$ cat src/rtl/row_shuffler.sv
// Shuffle pool generator: a sequential Fisher-Yates permutation of the w one-hot rows,
// plus a constant all-zero row at index w, driven by a 16-bit Galois LFSR.
`ifndef GRID_LEN
`define GRID_LEN 9
`endif

module row_shuffler #(
    parameter int          w    = `GRID_LEN,
    parameter logic [15:0] SEED = 16'hACE1
) (
    input  logic               clock,
    input  logic               reset,
    input  logic               start,
    output logic [(w+1)*w-1:0] pool,
    output logic               valid
);

    localparam int           R        = (w > 1) ? $clog2(w) : 1;
    localparam logic [15:0]  SEED_EFF = (SEED == 16'h0000) ? 16'h0001 : SEED;
    localparam logic [R-1:0] K_INIT   = R'(w - 1);

    typedef enum logic {
        IDLE,
        SHUFFLE
    } state_e;

    state_e       state_q, state_d;
    logic [R-1:0] k_q, k_d;
    logic [15:0]  lfsr_q, lfsr_d;
    logic [w-1:0] pool_q [w];
    logic [w-1:0] pool_d [w];
    logic [R-1:0] r;

    assign r = lfsr_q[R-1:0];

    // NOTE: every variable gets its default before any branch, so no path leaves it unassigned (no latch).
    always_comb begin
        state_d = state_q;
        k_d     = k_q;
        pool_d  = pool_q;
        lfsr_d  = {1'b0, lfsr_q[15:1]} ^ (lfsr_q[0] ? 16'hB400 : 16'h0000);

        case (state_q)
            SHUFFLE: begin
                // Rejected candidates (r > k) leave pool and k untouched; the LFSR still moves on.
                if (r <= k_q) begin
                    pool_d[k_q] = pool_q[r];
                    pool_d[r]   = pool_q[k_q];
                    k_d         = k_q - R'(1);
                    if (k_q == R'(1)) begin
                        state_d = IDLE;
                    end
                end
            end
            default: begin
                // A single row has only one permutation, so there is nothing to reshuffle.
                if (start && (w > 1)) begin
                    k_d     = K_INIT;
                    state_d = SHUFFLE;
                end
            end
        endcase
    end

    // NOTE: the pool rows are reset because the identity permutation is the functional start point.
    always_ff @(posedge clock) begin
        if (reset) begin
            state_q <= (w > 1) ? SHUFFLE : IDLE;
            k_q     <= K_INIT;
            lfsr_q  <= SEED_EFF;
            for (int i = 0; i < w; i++) begin
                pool_q[i] <= w'(1) << i;
            end
        end else begin
            // NOTE: non-blocking assignments keep every register sampling pre-edge values.
            state_q <= state_d;
            k_q     <= k_d;
            lfsr_q  <= lfsr_d;
            pool_q  <= pool_d;
        end
    end

    always_comb begin
        pool = '0;
        for (int i = 0; i < w; i++) begin
            pool[i*w +: w] = pool_q[i];
        end
    end

    assign valid = (state_q == IDLE);

endmodule

$ cat config.mk
export PLATFORM = sky130hd
export DESIGN_NAME = row_shuffler
export DESIGN_NICKNAME = d
export VERILOG_FILES = /design/src/rtl/row_shuffler.sv
export SDC_FILE = /design/constraint.sdc
export NUM_CORES = 1
export LEC_CHECK = 0
export BUFFER_PORTS_ARGS = -buffer_cell sky130_fd_sc_hd__buf_2
export CAP_MARGIN = 20
export CORE_UTILIZATION = 35
export CTS_CLUSTER_DIAMETER = 60
export DETAILED_ROUTE_END_ITERATION = 7
export MAX_ROUTING_LAYER = met4
export SYNTH_ARGS = -nofsm -noshare
export SYNTH_HDL_FRONTEND = slang
export SYNTH_SLANG_ARGS = --single-unit
export TNS_END_PERCENT = 50
$ cat constraint.sdc
create_clock -name clock -period 5.89 [get_ports clock]
set_clock_uncertainty 0.05 [all_clocks]
set_input_delay 0 -clock clock [delete_from_list [all_inputs] [get_ports clock]]
set_output_delay 0 -clock clock [all_outputs]
set_load 0.01 [all_outputs]
# Word-level counts from Yosys, hierarchy flattened
# Index checks and enable logic that the tools add are counted.
[classes]
n_addsub = 1
n_lt_le_gt_ge = 5
n_eq_ne = 2
mux = 20
bitwise = 4
reduce_logical = 5
[op_table]
columns = ["operator", "n"]
rows = [
  ["81-bit bitwise mux", 2],
  ["9-bit binary-select mux with 4-bit select", 2],
  ["9-bit demux with 4-bit select", 2],
  ["9-bit two-way mux", 6],
  ["16-bit two-way mux", 1],
  ["15-bit by 16-bit XOR with 16-bit output", 1],
  ["4-bit two-way mux", 3],
  ["5-bit greater-or-equal comparator, second input constant", 2],
  ["5-bit by 1-bit < comparator with 1-bit output, second input constant", 2],
  ["4-bit inverter with 5-bit output", 2],
  ["4-bit by 1-bit equality test with 1-bit output, second input constant", 1],
  ["4-bit <= comparator", 1],
  ["1-bit two-way mux", 4],
  ["2-bit AND reduction", 2],
  ["4-bit by 1-bit subtractor with 4-bit output, second input constant", 1],
  ["1-bit logical AND", 2],
  ["2-bit by 1-bit inequality test with 1-bit output, second input constant", 1],
  ["2-bit nonzero test", 1],
  ["1-bit inverter", 1],
]
[word_totals]
ff_bits = 102
in_bits = 3
output_inout_bits = 91
elab_cells = 49

# Longest topological paths before layout
# Gate-level depths: netlist (run 1).
[logic_depth]
ltp_word = 7
mapped_depth = 10
ltp_nobuf = 7

# Worst setup path after synthesis (run 1)
# Ideal clock, no wire load.
[synth_path]
kind = "register to register"
from = "reg k_q[1]"
to = "reg pool_q, in the netlist pool[25]"
setup_ns = 0.079
arrival_time_ns = 2.528
setup_slack_ns = 3.233
stages_incl_launch_ff = 11
path_cell_list = "dfxtp_1 buf_2 inv_1 ha_1 nor2b_1 o311a_1 buf_6 a211oi_4 buf_4 nor2_1 a211oi_2"
[synth_via]
elab_chain_cells = 7
elab_cells_between_ends = 13
classes_between = "order compare (3); mux (7); bitwise (1); reduce/logical (2)"
[synth_lines]
columns = ["element", "line_no", "text"]
rows = [
  ["start, declared", "28", "logic [R-1:0] k_q, k_d;"],
  ["start signal, assigned", "77", "k_q <= k_d;"],
  ["4-bit inverter with 5-bit output (not written as such)", "47, 48", ""],
  ["5-bit greater-or-equal comparator (not written as such) or 5-bit by 1-bit < comparator with 1-bit output (tied branches)", "47", "pool_d[k_q] = pool_q[r];"],
  ["1-bit logical AND (not written as such)", "47", ""],
  ["9-bit two-way mux (not written as such)", "47", ""],
  ["9-bit demux with 4-bit select", "47", ""],
  ["81-bit bitwise mux", "47", ""],
  ["81-bit bitwise mux", "48", "pool_d[r] = pool_q[k_q];"],
  ["end signal, assigned by index", "72", "pool_q[i] <= w'(1) << i;"],
  ["end signal, assigned", "79", "pool_q <= pool_d;"],
  ["end, declared", "30", "logic [w-1:0] pool_q [w];"],
]
# Several ways; a longest one is shown, not always the timed one. The select of a mux whose other input is x is not followed.
# A chain may end at the register's enable or synchronous reset.

# Worst setup path in the final report (run 1)
[layout_path]
from = "reg k_q[1]"
to = "reg pool_q, in the netlist pool[71]"
# Same word-level chain as after synthesis.

==> results by group, run 1 <==
Synthesis
  – Most used DFF post-synth: dfxtp_1
  – Mapped Area: between 6000 and 7000 um2
  – Sequential cell area fraction in the yosys report: 0.324
  – Main combinational cell family by area after synthesis: compound AO/OA/AOI/OAI gates
  – Top cells by area, synth: dfxtp_1 (32%), a22oi_1 (8.6%), a211oi_1 (6.4%), mux4_2 (6.1%), nor2_1 (5.1%)
  – Post-synth EDFFs: 0
  – Synth Area in Simple Gates: 0.160
  – Mean Syn Cell Area: 9.30 um2
  – Compound-Gate Fraction of Synth Area: 0.278
  – Asr flop ratio synth: 0
  – Top cell type by total area after synthesis: dfxtp_1
  – Synth Register Bits: 102
  – Library cells used by synthesis: 64
  – Adder-cell share of the synthesized area: 0.0179
  – Mux cell area share after synthesis: 0.139
  – XOR/XNOR Fraction of Synth Area: 0.00695
  – Cell count after synthesis: 677
  – Yosys top cell area share: 0.324
  – YS warnings: 0

Clock network
  – Worst-path clk slew: 0.07 ns
  – Post-CTS Hold Fix Bufs: 1
  – Clk sinks: between 100 and 150
  – CTS H-tree depth: 3
  – Worst skew pair latency: roughly 0.36 ns
  – Clock Tree Buf Depth: 2
  – Post-CTS Resized: 0
  – Root buf cell: clkbuf_16
  – Setup bufs post-CTS: 0
  – CTS tree: done
  – CTS buffer count: 9

Timing
  – Slew HR: 0.322
  – Final setup fails: 0
  – Setup_tns: 0 ns
  – Final hold vios: 0
  – Fmax: 272 MHz
  – Fin crit share: 0.624
  – Post-layout min period: approximately 3.7 ns
  – Setup WS post-layout: roughly 2.2 ns
  – Pins Over Slew Limit: 0
  – Least-Margin Pin Slew: ~1.0 ns
  – RSZ-0062 raised after global routing: no

Setup path
  – CP startpoint kind: flip-flop
  – Crit path arrival time: around 3.9 ns
  – CP startpoint: k_q[1]
  – Crit Path Category: flip-flop to flip-flop
  – Critical Path End Type: flip-flop
  – Critical R2R Launch: k_q[1]
  – CP Data Required Time: 6.08 ns
  – Max FO, Critical Path: 17

Placement
  – Placed cells: 931
  – Gpl congestion: 0.917
  – Port-buffer cells: 84
  – Placement Setup Slack: 2.26 ns
  – HPWL Detailed: 14.8 mm

Die
  – Site row count: 48
  – Initial core utilization: 0.362
  – Die Y: 136 um
  – Die width: 136 um
  – Die area: about 19000 um2
  – I/O pin cnt: 94
  – Core footprint: between 15000 and 20000 um2

Routing
  – Vias: a little under 6000
  – Final Routed Wirelength: around 22 mm
  – Drc violations: 0
  – Iteration-0 DRC count of the detailed router: 576
  – Vias/cell: 6.08
  – Antenna-violating nets left: 0
  – Routed len/inst: between 20 and 25 um
  – TritonRoute pass-1 iters: 5

Job
  – Maxcap violations: 0

GRT
  – Pin count of the biggest net entering global routing: 53
  – Total GRT Usage: 0.243
  – Vias in the first global route: 5184
  – GRT Residual Overflow: 0
  – First-pass GRT wire length: between 30 and 40 mm
  – Initial antenna violation count: 0

Pwr
  – PD cells: 402 nW/um2
  – VDD IR max: 0.000210 V
  – Lkg Pwr: ~2.5 nW

Final layout
  – Nets@finish: 731
  – Antenna Cells: 0
  – Layout cells sized above 1: 0.261
  – Area grow syn2layout: 10.7%
  – Final-layout fill cell count: approximately 1800
  – Non-Filler Instances: 949

Run status
  – Outcome: finished clean

Hold path
  – Hold_sp: reset
  – Worst hold path class: input pin to flip-flop
## layout by cell type, fill, tap and decap left out, drive strengths merged, types with 5 or more instances in the layout
cell     count
or2          7
nor2b       11
buf         95
dfxtp      102
nand2       41
a221oi       7
clkbuf      10
nand3        9
mux2        20
o22ai        9
ha           9
a211oi      68
a2111oi      6
nor2        86
nor3        19
o21ai       14
a221o        8
nor4b        5
nor4         9
conb         9
inv          8
mux4        17
xnor2        5
mux2i       27
a22oi       72
a21oi        9
a31oi       10
## per-layer routing
metal / global-route usage / wire (um) / vias up
met5: - / 0 / -
met4: 0.0673 / 396 / 0
met2: 0.348 / 9480 / 309
li1: - / - / 2667
met1: 0.335 / 9740 / 2762
met3: 0.0630 / 2180 / 35
## metrics by stage
stage               instance area, um2  total power [W]  hold WS (ns)   util
floorplan                         6330          0.00187         0.135      -
global placement                  6690          0.00221         0.269  0.384
CTS                               6970          0.00278         0.145  0.400
global route                      6980          0.00294         0.172  0.401
detailed placement                6690          0.00222         0.277  0.384
finish                            6980          0.00280         0.156  0.401
## cell usage after synthesis, types with 2 or more instances
| master | n |
|---|---|
| a2111oi_1 | 4 |
| mux4_2 | 17 |
| or3_1 | 3 |
| nand2_1 | 41 |
| clkbuf_1 | 27 |
| a221o_1 | 7 |
| a211oi_1 | 54 |
| o22ai_1 | 9 |
| a211oi_4 | 8 |
| a31oi_1 | 9 |
| ha_1 | 9 |
| nor3_1 | 17 |
| nor3_2 | 2 |
| xnor2_1 | 5 |
| mux2_2 | 20 |
| o21ai_0 | 13 |
| inv_1 | 6 |
| nor2b_1 | 11 |
| and4bb_2 | 2 |
| nor4b_4 | 2 |
| nor4b_2 | 3 |
| nor4_1 | 9 |
| buf_8 | 2 |
| or2_2 | 6 |
| nor2_1 | 85 |
| a22oi_1 | 72 |
| buf_2 | 21 |
| dfxtp_1 | 102 |
| mux2i_1 | 27 |
| a21oi_1 | 9 |
| buf_4 | 17 |
| nand3_1 | 8 |
| a221oi_1 | 7 |
| a211oi_2 | 6 |
| buf_6 | 6 |
| and2_1 | 3 |
## power breakdown
part / switching, W / internal [W]
clock: 0.000284 / 0.000289
combinational: 0.000800 / 0.000451
sequential: 0.000172 / 0.000807
## cells by family after synthesis
group	after synthesis
AOI/OAI and AO/OA	215
and+or+nand+nor	201
DFF	102
buffers and inverters	80
muxes	64
adders and majority gates	9
xor gates and xnor gates	5
other	1
## area by class of cell
| cell class | instances | area (um2) | share of cell area |
|---|---|---|---|
| multi-input cells | 503 | 3830 | 0.550 |
| clock inverters | 6 | 46.3 | 0.00664 |
| clock buffers | 10 | 229 | 0.0328 |
| flip-flops and latches | 102 | 2040 | 0.293 |
| well taps | 225 | 282 | 0.0404 |
| inverters | 7 | 26.3 | 0.00377 |
| repair buffers | 96 | 513 | 0.0735 |
## sequential cells by signal (all words and copies together) (netlist names)
register and flops:
k_q 4, pool 81, lfsr_q 16, state_q 1
## critical path: stages, from the launching register on
cell and delay (ns):
dfxtp_1 0.84, inv_1 0.28, ha_1 0.37, nor2b_1 0.15, o311a_1 0.63, a211oi_4 0.78, nor2_1 0.09, a2111oi_1 0.35
## final timing paths
check	end	depth (start not counted)	slack, ns
hold reg to reg	lfsr_q[5]	1	0.36
setup reg to reg	pool[71]	7	2.21
setup / recovery	pool[71]	7	2.21
hold / removal	pool[7]	2	0.16
(Power assumes the default switching activity.)
==> run 2: changes to the inputs <==
==> constraint.sdc (replaced) <==
create_clock -name clock -period 3.4 [get_ports clock]
set_clock_uncertainty 0.05 [all_clocks]
set_input_delay 0 -clock clock [delete_from_list [all_inputs] [get_ports clock]]
set_output_delay 0 -clock clock [all_outputs]
set_load 0.01 [all_outputs]
==> results by group, run 2 (synthesis gave the netlist of run 1 again) <==
Clock network
  – Clk sinks: 102 (unchanged)
  – Post-CTS Resized: 0 (unchanged)
  – CTS tree: done
  – Worst skew pair latency: 0.37 ns (about the same)
  – CTS buffer count: 9 (unchanged)
  – Worst-path clk slew: 0.07 ns (about the same)
  – Root buf cell: clkbuf_16
  – CTS H-tree depth: 3 (unchanged)
  – Clock Tree Buf Depth: 2 (unchanged)

Die
  – Die width: 136 um (unchanged)
  – Die area: 18500 um2 (unchanged)
  – Die Y: 136 um (unchanged)
  – Site row count: 48 (unchanged)
  – Core footprint: 17400 um2 (unchanged)
  – I/O pin cnt: 94 (unchanged)
  – Initial core utilization: 0.362 (unchanged)

Timing
  – RSZ-0062 raised after global routing: no
  – Least-Margin Pin Slew: 0.926 ns (-0.0911 ns)
  – Pins Over Slew Limit: 0 (unchanged)
  – Setup_tns: 0 ns (unchanged)
  – Final setup fails: 0 (unchanged)
  – Final hold vios: 0 (unchanged)
  – Fmax: 312 MHz (+15%)
  – WHS: 0.0761 ns (-0.0801 ns)
  – Slew HR: 0.383 (+0.0608)
  – Setup WS post-layout: 0.200 ns (-2.01 ns)
  – Post-layout min period: 3.20 ns (-0.476 ns)
  – Fin crit share: 0.941 (+0.317)

Routing
  – Antenna-violating nets left: 0 (unchanged)
  – Final Routed Wirelength: 21.9 mm (+0.64%)
  – Iteration-0 DRC count of the detailed router: 789 (+37%)
  – Vias: 5873 (+1.7%)
  – Drc violations: 0 (unchanged)
  – Vias/cell: 6.10 (+0.25%)
  – TritonRoute pass-1 iters: 6 (+1)
  – Routed len/inst: 22.8 um (-0.83%)

Setup path
  – Crit path arrival time: 3.43 ns (-0.44 ns)
  – CP Data Required Time: 3.63 ns (-2.45 ns)
  – CP startpoint kind: flip-flop
  – Crit Path Category: flip-flop to flip-flop
  – Max FO, Critical Path: 12 (-5)
  – Critical Path End Type: flip-flop

Final layout
  – Max reg flops: 81 (unchanged)
  – Nets@finish: 745 (+1.9%)
  – Fin area: 7110 um2 (+1.9%)
  – Commonest non-fill, non-tap cells in the layout: dfxtp_1 (100), nor2_1 (85), buf_2 (83)
  – Commonest non-fill, non-tap cell in the layout: dfxtp_1
  – Antenna Cells: 0 (unchanged)
  – Layout cells sized above 1: 0.275 (+0.0140)
  – Final-layout fill cell count: 1792 (+1.6%)
  – Area grow syn2layout: 12.8%

GRT
  – Vias in the first global route: 5370 (+3.6%)
  – Initial antenna violation count: 0 (unchanged)
  – Pin count of the biggest net entering global routing: 52 (-1.9%)
  – First-pass GRT wire length: 33.0 mm (+1.9%)
  – Total GRT Usage: 0.248 (+0.00498)
  – GRT Residual Overflow: 0 (unchanged)

Job
  – Maxcap violations: 0 (unchanged)

Pwr
  – Total power draw: 0.00499 W (+78%)
  – VDD IR max: 0.000281 V (+34%)
  – Lkg Pwr: 2.56 nW (+3.5%)
  – PD cells: 703 nW/um2 (+75%)

Placement
  – Gpl congestion: 0.913 (-0.39%)
  – Port-buffer cells: 84 (unchanged)
  – Placement Setup Slack: 0.277 ns (-1.98 ns)
  – HPWL Detailed: 15.1 mm (+1.9%)
  – Area after DPL: 6800 um2 (+1.7%)

Hold path
  – Worst hold path class: input pin to flip-flop

Run status
  – Outcome: finished clean
## run 2: layer usage
layer  vias to the layer above  routed length [um]  track usage
li1                       2699                   -            -
met1                      2818               10000        0.346
met2                       325                9460        0.352
met3                        31                2100       0.0645
met4                         0                 356       0.0636
met5                         -                   0            -
## run 2: power by group
group          internal, W  switching [W]
Sequential         0.00140       0.000271
Combinational     0.000821        0.00142
Clock             0.000577       0.000504
## run 2: through the flow
step / util / cells
2_1_floorplan: - / 685
3_3_place_gp: 0.390 / 946
3_5_place_dp: 0.390 / 946
4_1_cts: 0.408 / 963
5_1_grt: 0.408 / 963
6_report: 0.408 / 963
## run 2: area by class of cell
type / count / area (um2) / area share
clock buffer: 10 / 229 / 0.0322
clock inverter: 6 / 68.8 / 0.00968
inverter: 7 / 26.3 / 0.00370
multi-input combinational: 503 / 3830 / 0.540
sequential: 102 / 2040 / 0.288
tap: 225 / 282 / 0.0396
timing repair buffer: 110 / 621 / 0.0873
## run 2: what timing repair did
item | 4_1_cts | 5_1_grt
endpoints found under the hold margin | 3 | 0
setup endpoints to repair | 0 | 0
hold buffers | 1 | 0
setup buffers | 0 | 0
## run 2: path summary, 6_finish.rpt
kind | cells after the start | from | slack [ns] | to
worst max-delay path | 8 | k_q[2] | 0.20 | pool[65]
worst min register to register | 1 | lfsr_q[7] | 0.36 | lfsr_q[6]
worst min-delay path | 2 | reset | 0.08 | lfsr_q[9]
worst max register to register | 8 | k_q[2] | 0.20 | pool[65]
## run 2: critical path, cell delays in order (launching register included)
cell	delay, ns
dfxtp_1	0.60
inv_1	0.17
ha_1	0.33
or3_1	0.42
o311a_1	0.41
a211oi_4	0.60
buf_4	0.26
nor2_1	0.05
a211oi_1	0.21
